===== src/rtl/fwd_pkg.sv =====
// Shared encodings for the forwarding / hazard unit: operand select codes and
// hazard controller states.
package fwd_pkg;

  typedef enum logic [1:0] {
    FWD_RF     = 2'b00,
    FWD_EXMEM  = 2'b01,
    FWD_MEMWB  = 2'b10,
    FWD_SHADOW = 2'b11
  } fwd_sel_e;

  typedef enum logic [1:0] {
    ST_RUN      = 2'b00,
    ST_LOAD_USE = 2'b01,
    ST_MEM_WAIT = 2'b10
  } hz_state_e;

endpackage


===== src/rtl/fwd_src_sel.sv =====
// Forwarding select for one source operand: the youngest matching producer wins,
// and register x0 is never forwarded.
module fwd_src_sel
  import fwd_pkg::*;
#(
  parameter int REG_ADDR_WIDTH = 5
) (
  input  logic [REG_ADDR_WIDTH-1:0] rs_addr,
  input  logic [REG_ADDR_WIDTH-1:0] exmem_rd_addr,
  input  logic                      exmem_reg_write,
  input  logic [REG_ADDR_WIDTH-1:0] memwb_rd_addr,
  input  logic                      memwb_reg_write,
  input  logic                      shadow_vld,
  input  logic [REG_ADDR_WIDTH-1:0] shadow_addr,
  output logic [1:0]                sel
);

  logic rs_nz;

  assign rs_nz = (rs_addr != '0);

  always_comb begin
    sel = FWD_RF;
    if (rs_nz && exmem_reg_write && (rs_addr == exmem_rd_addr))
      sel = FWD_EXMEM;
    else if (rs_nz && memwb_reg_write && (rs_addr == memwb_rd_addr))
      sel = FWD_MEMWB;
    else if (rs_nz && shadow_vld && (rs_addr == shadow_addr))
      sel = FWD_SHADOW;
  end

endmodule


===== src/rtl/fwd_hazard_unit.sv =====
// Operand forwarding plus load-use / memory-wait stall control for a 5-stage
// pipeline, with a shadow copy of the last WB write for use across freezes.
module fwd_hazard_unit
  import fwd_pkg::*;
#(
  parameter int DATA_WIDTH     = 32,
  parameter int REG_ADDR_WIDTH = 5,
  parameter int NUM_SRC        = 2,
  parameter int CNT_WIDTH      = 16
) (
  input  logic                              clk_i,
  input  logic                              rst_i,
  input  logic [NUM_SRC*REG_ADDR_WIDTH-1:0] ifid_rs_addr,
  input  logic [NUM_SRC*REG_ADDR_WIDTH-1:0] idex_rs_addr,
  input  logic [REG_ADDR_WIDTH-1:0]         idex_rd_addr,
  input  logic                              idex_mem_read,
  input  logic [REG_ADDR_WIDTH-1:0]         exmem_rd_addr,
  input  logic                              exmem_reg_write,
  input  logic [REG_ADDR_WIDTH-1:0]         memwb_rd_addr,
  input  logic                              memwb_reg_write,
  input  logic [DATA_WIDTH-1:0]             memwb_rd_data,
  input  logic                              mem_busy,
  input  logic                              mem_ack,
  input  logic                              cnt_clr,
  output logic [2*NUM_SRC-1:0]              fwd_sel,
  output logic [DATA_WIDTH-1:0]             shadow_data,
  output logic                              stall_if,
  output logic                              stall_id,
  output logic                              bubble_ex,
  output logic                              hold_all,
  output logic [CNT_WIDTH-1:0]              stall_cycles
);

  hz_state_e                 state, state_nxt;
  logic                      shadow_vld;
  logic [REG_ADDR_WIDTH-1:0] shadow_addr;
  logic [2*NUM_SRC-1:0]      sel_raw;
  logic                      load_use;
  logic                      mem_req;
  logic                      hold_c, stall_c, bubble_c;

  for (genvar k = 0; k < NUM_SRC; k++) begin : g_src
    fwd_src_sel #(
      .REG_ADDR_WIDTH (REG_ADDR_WIDTH)
    ) u_sel (
      .rs_addr         (idex_rs_addr[k*REG_ADDR_WIDTH +: REG_ADDR_WIDTH]),
      .exmem_rd_addr   (exmem_rd_addr),
      .exmem_reg_write (exmem_reg_write),
      .memwb_rd_addr   (memwb_rd_addr),
      .memwb_reg_write (memwb_reg_write),
      .shadow_vld      (shadow_vld),
      .shadow_addr     (shadow_addr),
      .sel             (sel_raw[2*k +: 2])
    );
  end

  always_comb begin
    load_use = 1'b0;
    if (idex_mem_read && (idex_rd_addr != '0)) begin
      for (int k = 0; k < NUM_SRC; k++) begin
        if (ifid_rs_addr[k*REG_ADDR_WIDTH +: REG_ADDR_WIDTH] == idex_rd_addr)
          load_use = 1'b1;
      end
    end
  end

  assign mem_req = mem_busy & ~mem_ack;

  // Memory wait outranks load-use; the cycle after a load-use bubble ignores load_use.
  always_comb begin
    state_nxt = state;
    hold_c    = 1'b0;
    stall_c   = 1'b0;
    bubble_c  = 1'b0;
    unique case (state)
      ST_RUN: begin
        if (mem_req) begin
          hold_c    = 1'b1;
          state_nxt = ST_MEM_WAIT;
        end else if (load_use) begin
          stall_c   = 1'b1;
          bubble_c  = 1'b1;
          state_nxt = ST_LOAD_USE;
        end
      end
      ST_LOAD_USE: begin
        if (mem_req) begin
          hold_c    = 1'b1;
          state_nxt = ST_MEM_WAIT;
        end else begin
          state_nxt = ST_RUN;
        end
      end
      ST_MEM_WAIT: begin
        if (!mem_ack) hold_c = 1'b1;
        else          state_nxt = ST_RUN;
      end
      default: state_nxt = ST_RUN;
    endcase
  end

  always_ff @(posedge clk_i or posedge rst_i) begin
    if (rst_i) state <= ST_RUN;
    else       state <= state_nxt;
  end

  // Outputs are gated by reset so they drop immediately, even mid-stall.
  assign hold_all  = hold_c & ~rst_i;
  assign stall_if  = (hold_c | stall_c) & ~rst_i;
  assign stall_id  = (hold_c | stall_c) & ~rst_i;
  assign bubble_ex = bubble_c & ~hold_c & ~rst_i;
  assign fwd_sel   = rst_i ? '0 : sel_raw;

  always_ff @(posedge clk_i or posedge rst_i) begin
    if (rst_i) begin
      shadow_vld  <= 1'b0;
      shadow_addr <= '0;
      shadow_data <= '0;
    end else if (!hold_c) begin
      if (memwb_reg_write && (memwb_rd_addr != '0)) begin
        shadow_vld  <= 1'b1;
        shadow_addr <= memwb_rd_addr;
        shadow_data <= memwb_rd_data;
      end else begin
        shadow_vld  <= 1'b0;
      end
    end
  end

  always_ff @(posedge clk_i or posedge rst_i) begin
    if (rst_i)
      stall_cycles <= '0;
    else if (cnt_clr)
      stall_cycles <= '0;
    else if (stall_if && (stall_cycles != '1))
      stall_cycles <= stall_cycles + CNT_WIDTH'(1);
  end

endmodule


===== config.mk =====
export PLATFORM = sky130hd
export DESIGN_NAME = fwd_hazard_unit
export DESIGN_NICKNAME = d
export VERILOG_FILES = /design/src/rtl/fwd_pkg.sv /design/src/rtl/fwd_src_sel.sv /design/src/rtl/fwd_hazard_unit.sv
export SDC_FILE = /design/constraint.sdc
export NUM_CORES = 1
export LEC_CHECK = 0
export CAP_MARGIN = 20
export CORE_MARGIN = 2
export CORE_UTILIZATION = 25
export CTS_BUF_LIST = sky130_fd_sc_hd__clkbuf_8
export CTS_CLUSTER_DIAMETER = 150
export CTS_CLUSTER_SIZE = 30
export DETAILED_ROUTE_END_ITERATION = 7
export SKIP_CTS_REPAIR_TIMING = 1
export SLEW_MARGIN = 20
export SYNTH_ARGS = -nofsm -noshare
export SYNTH_HDL_FRONTEND = slang
export SYNTH_SLANG_ARGS = --single-unit

===== constraint.sdc =====
create_clock -name clk_i -period 6 [get_ports clk_i]
set_input_delay 1.2 -clock clk_i [delete_from_list [all_inputs] [get_ports clk_i]]
set_output_delay 1.2 -clock clk_i [all_outputs]
set_load 0.01 [all_outputs]

==> impl_metrics.env <==
export IMPL_top_ff_cell_synth="dfrtp_1"
export IMPL_overflow=0
export IMPL_slew_headroom_pct=50.95
export IMPL_drt_pre_antenna_iters=6
export IMPL_die_h_um=113
export IMPL_post_synth_inst_count=271
export IMPL_timing_max_transition_violations_final=0
export IMPL_number_of_global_route_vias_before_repair=2647
export IMPL_postLayoutCoreUtil_pct=39.61
export IMPL_critPathMaxFanout=4
export IMPL_outcome="finished with violations"
export IMPL_mapped_cell_area_um2=2970
export IMPL_grt_first_pass_wirelength_mm=12.62
export IMPL_grt_antenna_before_repair=0
export IMPL_cellPowerDensity_nw_per_um2=221.4
export IMPL_detailed_router_s_first_iteration_violation_count=81
export IMPL_gr_usage_all_layers_pct=12.05
export IMPL_fin_skew_ns=0.01657
export IMPL_syn2layout_area_growth_pct=53.58
export IMPL_violations="design-rule violations"
export IMPL_grt_max_degree=57
export IMPL_finalSetupTns_ns=0
export IMPL_cts_tree="built"
export IMPL_path_class="input pin to primary output"
export IMPL_rsz_0062_raised_after_global_routing="false"
export IMPL_htreeDepth=2
export IMPL_min_path_type="register to register"
export IMPL_hold_viol_final=0
export IMPL_synth_avg_cell_area_um2=10.96
export IMPL_timing_fmax_mhz=215.6
export IMPL_cp_arrival_ns=3.44
export IMPL_port_buffers=130
export IMPL_routed_wirelength_mm=7.828
export IMPL_dieArea_um2=12770
export IMPL_end_kind="primary output"
export IMPL_worst_margin_pin_slew_ns=0.7358
export IMPL_synth_edff_count=0
export IMPL_start_kind="input pin"
export IMPL_share_of_final_layout_standard_cells_stronger_than_drive_strength_1_pct=7.481
export IMPL_die_boundary_width_um=113
export IMPL_post_synth_num_cell_types=37
export IMPL_viasPerCell=4.619
export IMPL_antenna_cells_inserted=0
export IMPL_drc=8
export IMPL_globalplace_congestion=0.8700
export IMPL_timing_final_crit_period_ns=4.639
export IMPL_cts_reportedPaths_clkPinSlew_ns=0.11
export IMPL_numCtsBuffers=5
export IMPL_worstHoldPathCells=1
export IMPL_sequential_share_of_the_synthesized_area_pct=47.18
export IMPL_final_nets=476
export IMPL_core_area_um2=11520
export IMPL_vdd_ir_drop_worst_v=0.0001132
export IMPL_p_leak_nw=1.719
export IMPL_synth_seq_cells=56
export IMPL_clk_latency_ns=0.31
export IMPL_detail_route_wl_per_cell_um=14.39
export IMPL_dr_total_vias=2513
export IMPL_asyncSetResetFlopFracSynth_pct=100.0
export IMPL_r2r_worst_path_cells=8
export IMPL_postSynthNetCount=347
export IMPL_finalCritPeriodShare_pct=77.32
export IMPL_ctsRootBufferMaster="clkbuf_8"
export IMPL_dp_hpwl_mm=5.842
export IMPL_cts_path_max_buffers=2
export IMPL_initial_standard_cell_utilization_of_the_core_pct=25.79
export IMPL_setup_viol=0
export IMPL_cp_required_ns=4.80
export IMPL_clkSinkCount=56
export IMPL_yosysWarningCount=0
export IMPL_num_fill_cells=1110
export IMPL_placement_rows=39
export IMPL_ioPinCount=131
export IMPL_drv_max_cap_violation_count=0
export IMPL_antenna_violating_nets_post_route=0
## registers in the layout, summed over array words and instances (netlist names)
signal,count
state,2
shadow_vld,1
shadow_addr,5
shadow_data,32
stall_cycles,16
## layer usage
layer | wire [um] | track usage [%] | vias to the layer above
li1 | - | - | 1219
met1 | 3335 | 14.66 | 1191
met2 | 3649 | 20.04 | 95
met3 | 749 | 4.499 | 8
met4 | 93 | 3.415 | 0
met5 | 0 | 0 | -
## cell type report
cell class,count,area (um2),share of cell area [%]
repair buffers,133,1348,29.54
clock inverters,3,68.82,1.509
clock buffers,5,68.82,1.509
well taps,143,178.9,3.922
flip-flops and latches,56,1401,30.72
multi-input cells,200,1481,32.47
inverters,4,15.01,0.3291
## cells in the mapped netlist, drive strengths merged, types with 3 or more instances
cell type  instances  area, um2
nand3              9      45.04
or4                6      45.04
xnor2             28      245.2
xor2              13      113.9
mux2              38      431.7
inv                4      15.01
nor4               5      37.53
nand4              9      56.30
clkbuf             3      11.26
nor3               4      25.02
o21ai             14      70.06
buf                8      68.81
nor2b              6      37.54
dfrtp             56       1401
nand2             11      41.29
nor2              16      60.06
or3               14      87.58
a21oi             17      92.59
## metrics by stage
step | hold WS, ns | cell area, um2 | std cells | worst slack, ns | total power, mW
2_1_floorplan | 0.4713 | 2970 | 271 | 2.502 | 0.5628
3_3_place_gp | 0.4658 | 4385 | 534 | 1.415 | 0.7127
3_5_place_dp | 0.4739 | 4385 | 534 | 1.396 | 0.7169
4_1_cts | 0.5016 | 4523 | 542 | 1.380 | 1.024
5_1_grt | 0.5165 | 4562 | 544 | 1.245 | 1.067
6_report | 0.4938 | 4562 | 544 | 1.361 | 1.010
## worst paths after layout
check,start,endpoint,slack (ns)
setup reg to reg,stall_cycles[0],stall_cycles[7],3.64
hold reg to reg,shadow_data[25],shadow_data[25],0.49
max in group asynchronous,rst_i,shadow_addr[4],3.85
hold / removal,shadow_data[25],shadow_data[25],0.49
min in group asynchronous,rst_i,stall_cycles[14],1.66
setup / recovery,idex_rs_addr[5],fwd_sel[3],1.36
## kinds of logic (layout without fill, tap and decap cells)
| logic type | after synthesis | count (layout) | share of synthesized area (%) |
|---|---|---|---|
| flip-flops | 56 | 56 | 47.18 |
| buffers and inverters | 15 | 145 | 3.201 |
| AO/OA/AOI/OAI | 35 | 35 | 6.740 |
| adder cells (fa/ha/maj) | 1 | 1 | 0.4212 |
| multiplexers | 39 | 39 | 14.87 |
| AND/OR/NAND/NOR | 84 | 84 | 15.50 |
| XOR/XNOR | 41 | 41 | 12.09 |
## layout by cell type (no fill, tap or decap), types with 2 or more instances in the layout
cell type        count
xor2_1              13
a21oi_2              2
nor2_1              15
or4_1                6
mux2_1              27
clkbuf_8             5
nand3_1              9
mux2_2              10
nand2_1             11
o21ai_1              9
dfrtp_1             56
xnor2_1             28
o21ai_0              5
nand4_1              9
nor2b_1              6
inv_1                3
a21oi_1             15
clkdlybuf4s50_1    130
and3_1               2
nor3_1               3
or3_1               14
bufinv_16            2
nor4_1               4
## report_power, final
part / leakage, nW / internal (mW) / switching [mW] / total (mW)
Sequential: 0.695 / 0.420 / 0.0259 / 0.446
Clock: 0.0687 / 0.168 / 0.131 / 0.299
Combinational: 0.955 / 0.163 / 0.103 / 0.265
## critical path, cell delays in order
cell             delay [ns]
clkdlybuf4s50_1        0.57
or4_1                  0.15
nor2_1                 0.06
or4_1                  0.57
nor2b_1                0.15
nor3_1                 0.15
clkdlybuf4s50_1        0.59
(Power assumes the default switching activity.)
